`src/rtl/reg_bank_display_scanner_if.sv`:
```
// Signal bundle between a register-bank source/board pins and the display scanner.
// The master side drives the bank and controls; the slave side is the scanner.
interface reg_bank_display_scanner_if #(
    parameter int DATA_W     = 9,
    parameter int NUM_REGS   = 8,
    parameter int SEL_W      = 3,
    parameter int NUM_DIGITS = 3
);
    logic [NUM_REGS*DATA_W-1:0] regs;
    logic                       step_key_n;
    logic                       auto_mode;
    logic                       freeze;
    logic [SEL_W-1:0]           sel;
    logic [DATA_W-1:0]          data;
    logic [7*NUM_DIGITS-1:0]    hex;
    logic                       step_pulse;

    modport master (
        output regs, step_key_n, auto_mode, freeze,
        input  sel, data, hex, step_pulse
    );

    modport slave (
        input  regs, step_key_n, auto_mode, freeze,
        output sel, data, hex, step_pulse
    );
endinterface

```
`src/rtl/reg_bank_display_scanner.sv`:
```
// Register-bank viewer: debounced single-step or timed auto-scan selection of one
// register, registered readout and active-low seven-segment hex digits.
module reg_bank_display_scanner #(
    parameter int DATA_W          = 9,
    parameter int NUM_REGS        = 8,
    parameter int SEL_W           = 3,
    parameter int NUM_DIGITS      = 3,
    parameter int DEBOUNCE_CYCLES = 500000,
    parameter int SCAN_CYCLES     = 50000000
) (
    input  logic                        clk_i,
    input  logic                        rst_ni,
    reg_bank_display_scanner_if.slave   bus
);
    localparam int DB_W  = $clog2(DEBOUNCE_CYCLES + 1);
    localparam int SC_W  = $clog2(SCAN_CYCLES + 1);
    localparam int PAD_W = 4 * NUM_DIGITS;

    typedef enum logic [1:0] {IDLE, PRESS_CHK, HELD, REL_CHK} db_state_e;

    logic [1:0]         key_sync_q;
    db_state_e          state_q, state_d;
    logic [DB_W-1:0]    db_cnt_q, db_cnt_d;
    logic [SC_W-1:0]    scan_cnt_q, scan_cnt_d;
    logic               auto_prev_q;
    logic [SEL_W-1:0]   sel_q, sel_d;
    logic [DATA_W-1:0]  data_q, data_d;
    logic               step_pulse_q;
    logic               key_s, press_evt, tick, advance;

    logic [DATA_W-1:0]      reg_words [NUM_REGS];
    logic [PAD_W-1:0]       data_pad;
    logic [7*NUM_DIGITS-1:0] hex_w;

    function automatic logic [6:0] seg7(input logic [3:0] n);
        case (n)
            4'h0: seg7 = 7'h40;  4'h1: seg7 = 7'h79;  4'h2: seg7 = 7'h24;  4'h3: seg7 = 7'h30;
            4'h4: seg7 = 7'h19;  4'h5: seg7 = 7'h12;  4'h6: seg7 = 7'h02;  4'h7: seg7 = 7'h78;
            4'h8: seg7 = 7'h00;  4'h9: seg7 = 7'h10;  4'hA: seg7 = 7'h08;  4'hB: seg7 = 7'h03;
            4'hC: seg7 = 7'h46;  4'hD: seg7 = 7'h21;  4'hE: seg7 = 7'h06;  default: seg7 = 7'h0E;
        endcase
    endfunction

    generate
        for (genvar gi = 0; gi < NUM_REGS; gi++) begin : g_word
            assign reg_words[gi] = bus.regs[gi*DATA_W +: DATA_W];
        end
    endgenerate

    assign key_s = key_sync_q[1];

    // Debounce: a level change is accepted only after it persists DEBOUNCE_CYCLES checks.
    always_comb begin
        state_d   = state_q;
        db_cnt_d  = db_cnt_q;
        press_evt = 1'b0;
        case (state_q)
            IDLE: begin
                if (!key_s) begin
                    state_d  = PRESS_CHK;
                    db_cnt_d = '0;
                end
            end
            PRESS_CHK: begin
                if (key_s) begin
                    state_d = IDLE;
                end else if (db_cnt_q == DB_W'(DEBOUNCE_CYCLES - 1)) begin
                    state_d   = HELD;
                    press_evt = 1'b1;
                end else begin
                    db_cnt_d = db_cnt_q + DB_W'(1);
                end
            end
            HELD: begin
                if (key_s) begin
                    state_d  = REL_CHK;
                    db_cnt_d = '0;
                end
            end
            REL_CHK: begin
                if (!key_s) begin
                    state_d = HELD;
                end else if (db_cnt_q == DB_W'(DEBOUNCE_CYCLES - 1)) begin
                    state_d = IDLE;
                end else begin
                    db_cnt_d = db_cnt_q + DB_W'(1);
                end
            end
            default: state_d = IDLE;
        endcase
    end

    // Any AutoMode edge restarts the dwell so the first tick is a full period away.
    always_comb begin
        scan_cnt_d = scan_cnt_q;
        tick       = 1'b0;
        if (bus.auto_mode != auto_prev_q) begin
            scan_cnt_d = '0;
        end else if (bus.auto_mode && !bus.freeze) begin
            if (scan_cnt_q == SC_W'(SCAN_CYCLES - 1)) begin
                scan_cnt_d = '0;
                tick       = 1'b1;
            end else begin
                scan_cnt_d = scan_cnt_q + SC_W'(1);
            end
        end
    end

    assign advance = (press_evt || tick) && !bus.freeze;

    always_comb begin
        sel_d  = sel_q;
        data_d = data_q;
        if (advance) begin
            sel_d = (sel_q == SEL_W'(NUM_REGS - 1)) ? '0 : sel_q + SEL_W'(1);
        end
        if (!bus.freeze) begin
            data_d = reg_words[sel_q];
        end
    end

    always_ff @(posedge clk_i or negedge rst_ni) begin
        if (!rst_ni) begin
            key_sync_q   <= 2'b11;
            state_q      <= IDLE;
            db_cnt_q     <= '0;
            scan_cnt_q   <= '0;
            auto_prev_q  <= 1'b0;
            sel_q        <= '0;
            data_q       <= '0;
            step_pulse_q <= 1'b0;
        end else begin
            key_sync_q   <= {key_sync_q[0], bus.step_key_n};
            state_q      <= state_d;
            db_cnt_q     <= db_cnt_d;
            scan_cnt_q   <= scan_cnt_d;
            auto_prev_q  <= bus.auto_mode;
            sel_q        <= sel_d;
            data_q       <= data_d;
            step_pulse_q <= advance;
        end
    end

    assign data_pad = PAD_W'(data_q);

    generate
        for (genvar gi = 0; gi < NUM_DIGITS; gi++) begin : g_digit
            assign hex_w[7*gi +: 7] = seg7(data_pad[4*gi +: 4]);
        end
    endgenerate

    assign bus.sel        = sel_q;
    assign bus.data       = data_q;
    assign bus.hex        = hex_w;
    assign bus.step_pulse = step_pulse_q;
endmodule
```
`src/flat_wrapper.sv`:
```
// flat-port wrapper written by rule: the top's interface ports become plain ports
module reg_bank_display_scanner_flat 
#(
    parameter int DATA_W          = 9,
    parameter int NUM_REGS        = 8,
    parameter int SEL_W           = 3,
    parameter int NUM_DIGITS      = 3,
    parameter int DEBOUNCE_CYCLES = 500000,
    parameter int SCAN_CYCLES     = 50000000
)
  (clk_i, rst_ni, bus_regs, bus_step_key_n, bus_auto_mode, bus_freeze, bus_sel, bus_data, bus_hex, bus_step_pulse);
  reg_bank_display_scanner_if #(.DATA_W(DATA_W), .NUM_REGS(NUM_REGS), .SEL_W(SEL_W), .NUM_DIGITS(NUM_DIGITS)) bus_i ();
  input  logic clk_i;
  input  logic rst_ni;
  input wire logic [$bits(bus_i.regs)-1:0] bus_regs;
  input wire logic [$bits(bus_i.step_key_n)-1:0] bus_step_key_n;
  input wire logic [$bits(bus_i.auto_mode)-1:0] bus_auto_mode;
  input wire logic [$bits(bus_i.freeze)-1:0] bus_freeze;
  output wire logic [$bits(bus_i.sel)-1:0] bus_sel;
  output wire logic [$bits(bus_i.data)-1:0] bus_data;
  output wire logic [$bits(bus_i.hex)-1:0] bus_hex;
  output wire logic [$bits(bus_i.step_pulse)-1:0] bus_step_pulse;
  assign bus_i.regs = bus_regs;
  assign bus_i.step_key_n = bus_step_key_n;
  assign bus_i.auto_mode = bus_auto_mode;
  assign bus_i.freeze = bus_freeze;
  assign bus_sel = bus_i.sel;
  assign bus_data = bus_i.data;
  assign bus_hex = bus_i.hex;
  assign bus_step_pulse = bus_i.step_pulse;
  reg_bank_display_scanner #(.DATA_W(DATA_W), .NUM_REGS(NUM_REGS), .SEL_W(SEL_W), .NUM_DIGITS(NUM_DIGITS), .DEBOUNCE_CYCLES(DEBOUNCE_CYCLES), .SCAN_CYCLES(SCAN_CYCLES)) u_core (.clk_i(clk_i), .rst_ni(rst_ni), .bus(bus_i));
endmodule
```
`config.mk`:
```
export PLATFORM = sky130hd
export DESIGN_NAME = reg_bank_display_scanner_flat
export DESIGN_NICKNAME = d
export VERILOG_FILES = /design/src/rtl/reg_bank_display_scanner_if.sv /design/src/rtl/reg_bank_display_scanner.sv /design/src/flat_wrapper.sv
export SDC_FILE = /design/constraint.sdc
export NUM_CORES = 1
export LEC_CHECK = 0
export BUFFER_PORTS_ARGS = -buffer_cell sky130_fd_sc_hd__buf_4
export CORE_MARGIN = 2
export CORE_UTILIZATION = 31
export CTS_CLUSTER_DIAMETER = 200
export DETAILED_ROUTE_END_ITERATION = 6
export GPL_TIMING_DRIVEN = 0
export PLACE_DENSITY = 0.57
export SLEW_MARGIN = 15
export SYNTH_ARGS = -nofsm -noshare
export SYNTH_HDL_FRONTEND = slang
export SYNTH_SLANG_ARGS = --single-unit
```
`constraint.sdc`:
```
create_clock -name clk_i -period 2 [get_ports clk_i]
set_input_delay 0.2 -clock clk_i [delete_from_list [all_inputs] [get_ports clk_i]]
set_output_delay 0.2 -clock clk_i [all_outputs]
set_load 0.01 [all_outputs]
```
==> results.cfg <==
[run_status]
status = complete, but fails checks
violations = hold timing, setup timing

[synth]
synth_compound_area_share_pct = 15.7
ys_seq_elements = 63
synth_flop_cell = dfrtp_1
synth.area.mux_share_pct = 17.6
netlist-cell-type-count = 58
synth.area.top_cells = dfrtp_1 (34%), mux4_2 (9.9%), ha_1 (4.4%)
synth-seq-area-share_pct = 34.7
synthSimpleGateAreaFrac_pct = 20.5
synth_edf_count = 0
synth_fa_ha_area_share_pct = 4.40
synth_top_family_by_area = simple AND/OR/NAND/NOR gates
synth.most_common_cell = dfrtp_1
syn_area_um2 = 4550
ys_top_cells_by_count = dfrtp_1 (61), nand2_1 (43), nor2_1 (35), o21ai_0 (34), nand3_1 (28)
synth.largest_area_cell = dfrtp_1
synthCells = 467
ys_warn_count = 0
synth_area_per_cell_um2 = 9.74
synthXorXnorAreaFrac_pct = 1.16
async_flop_share_pct = 100
synth_top_area_share_pct = 33.6

[die]
die_y_um = 125
io_pins = 111
core_area_um2 = 14400
num_rows = 44
initial_core_util_pct = 31.5
die_w_um = 125
die_area_um2 = 15700

[worst_setup_path]
r2r_cells = 6
crit_path_start_kind = flip-flop
rrSetupSlack_ns = -0.15
crit_chain = or4b_4 -> nor4_4 -> buf_4 -> a311oi_4 -> buf_6 -> mux2_2
slowest_stage = or4b_4
required_ns = 2.22
setup.worst_path.end_class = flip-flop
worstPathMaxFanout = 5
arrival_ns = 2.36
path_class = flip-flop to flip-flop
cp_slowest_stage_delay_ns = 0.55

[timing]
hold_viol = 26
hold_slack_ns = -0.0464
worst_slew_pin_slew_ns = 0.946
fin_crit_ns = 2.15
setup_viol = 24
worst_slack_ns = -0.145
skew_ns = 0.00812
maxSlewViolCount = 0
rsz0062_at_grt = yes
fmax_mhz = 466
timing.final.crit_share_pct = 107
relSlewSlack_pct = 36.5

[power]
combPwrFrac_pct = 20.1
powerDensity_nw_per_um2 = 583
switchingPower_uw = 967
ir_drop_mv = 0.292
power_switching_share_pct = 25.8
seqPwrFrac_pct = 37.1
leakagePower_uw = 0.00280
clkPwrFrac_pct = 42.9
intPower_uw = 2790

[drt]
wl_mm = 13.7
wl_per_cell_um = 17.0
drt_iter0_drc = 175
drtAntennaViolNets = 0
vias_per_cell = 5.36
vias = 4310
drc = 0
first_pass_iters = 6

[cells_and_area]
drive_above_1_share_pct = 42.9
finish.utilization_pct = 44.6
antenna_cells = 0
fillCellCount = 1383
area_growth_pct = 41.5
nets = 708

[cts]
cts_root_buffer = clkbuf_16
numCtsBuffers = 9
clk_latency_ns = 0.33
htree_levels = 3
cts_tree = done
cts.sinks = 63
clk_pin_slew_ns = 0.06
clockBufferDepth = 2

[min_path]
holdCritPathClass = input port to asynchronous set/reset pin

[placement]
dp_hpwl_mm = 9.53
globalplace.congestion = 0.870
place_ws_ns = -0.387
portBuffers = 107

[grt]
grt_remaining_overflow = 0
grtUsageTotal_pct = 17.0
grt_pass1_wl_mm = 21.9
antenna_found_initial = 0
grt_max_degree = 64
first_global_vias = 4311

[job]
cap_violations = 0
## flip-flops by register name (all words and copies together), names as in the netlist, named ones only
register               cells
u_core.bus.data            9
u_core.auto_prev_q         1
u_core.bus.step_pulse      1
u_core.state_q             1
u_core.key_sync_q          2
u_core.scan_cnt_q         26
u_core.bus.sel             3
u_core.db_cnt_q           19
## layer usage
layer | up-vias | track usage [%] | part of all wire (%)
met5 | - | 0 | 0
met4 | 0 | 3.79 | 1.3
met3 | 13 | 3.72 | 4.7
met2 | 119 | 29.7 | 51
met1 | 2112 | 21.6 | 43
li1 | 2066 | - | -
## critical path: cells and delay by family (launching register included)
family	cells	cell delay [ns]
flip-flops	1	0.40
AND/OR/NAND/NOR	2	0.85
multiplexers	1	0.25
AO/OA/AOI/OAI	1	0.14
buffers and inverters	2	0.39
## area by class of cell
class / count / area, µm² / share of cell area (%)
Multi-Input combinational cell: 358 / 2980 / 46.3
Inverter: 13 / 58.8 / 0.914
Buffer: 31 / 210 / 3.27
Tap cell: 184 / 230 / 3.58
Clock buffer: 13 / 270 / 4.20
Sequential cell: 63 / 1590 / 24.7
Clock inverter: 3 / 40.0 / 0.622
Timing Repair Buffer: 139 / 1060 / 16.4
## path summary, 6_finish.rpt
path / start / endpoint
worst max-delay path: u_core.scan_cnt_q[18]$_DFFE_PN0P_ / u_core.scan_cnt_q[0]$_DFFE_PN0P_
worst min-delay path: rst_ni / u_core.state_q[0]$_DFFE_PN0P_
worst max register to register: u_core.scan_cnt_q[18]$_DFFE_PN0P_ / u_core.scan_cnt_q[0]$_DFFE_PN0P_
worst min register to register: u_core.key_sync_q[0]$_DFF_PN1_ / u_core.key_sync_q[1]$_DFF_PN1_
max in group asynchronous: rst_ni / u_core.bus.data[5]$_DFFE_PN0N_
min in group clk_i: bus_auto_mode / u_core.scan_cnt_q[4]$_DFFE_PN0P_
## power groups by stage
stage	registers (µW)	clock network (µW)	logic (µW)
after floorplan	1390	0	330
after global placement	1390	0	641
after detailed placement	1390	0	652
after CTS	1370	1640	718
after global routing	1400	1700	823
final	1390	1610	752
## timing repair
item / CTS / global route
pin swaps: 12 / 16
endpoints found under the setup margin: 47 / 48
endpoints found under the hold margin: 2 / 0
hold buffers: 2 / 0
resized for setup: 44 / 39
setup buffers: 17 / 10
cloned: 4 / 0
## cells by family after synthesis
family,count (synthesis)
xor gates and xnor gates,6
and+or+nand+nor,174
adders and majority gates,16
buffers and inverters,48
AOI/OAI and AO/OA,106
other,2
DFF,63
muxes,52
## stage by stage
step | TNS [ns] | total power (µW) | instance area (µm²) | instances
floorplan | -0.451 | 1720 | 4550 | 468
global placement | -5.54 | 2030 | 5590 | 759
detailed placement | -6.12 | 2050 | 5590 | 759
CTS | -2.89 | 3730 | 6220 | 796
global route | -3.66 | 3920 | 6440 | 804
finish | -2.12 | 3750 | 6440 | 804
## layout by cell type, fill, tap and decap left out, types with 12 or more instances in the layout
master	n
buf_4	144
dfrtp_1	52
nand2_1	41
nor2_1	33
o21ai_0	31
nand3_1	26
mux4_2	20
a22o_1	19
a31oi_1	19
mux2i_1	17
clkbuf_1	12
mux2_2	12
nand4_1	12
(Power assumes the default switching activity.)
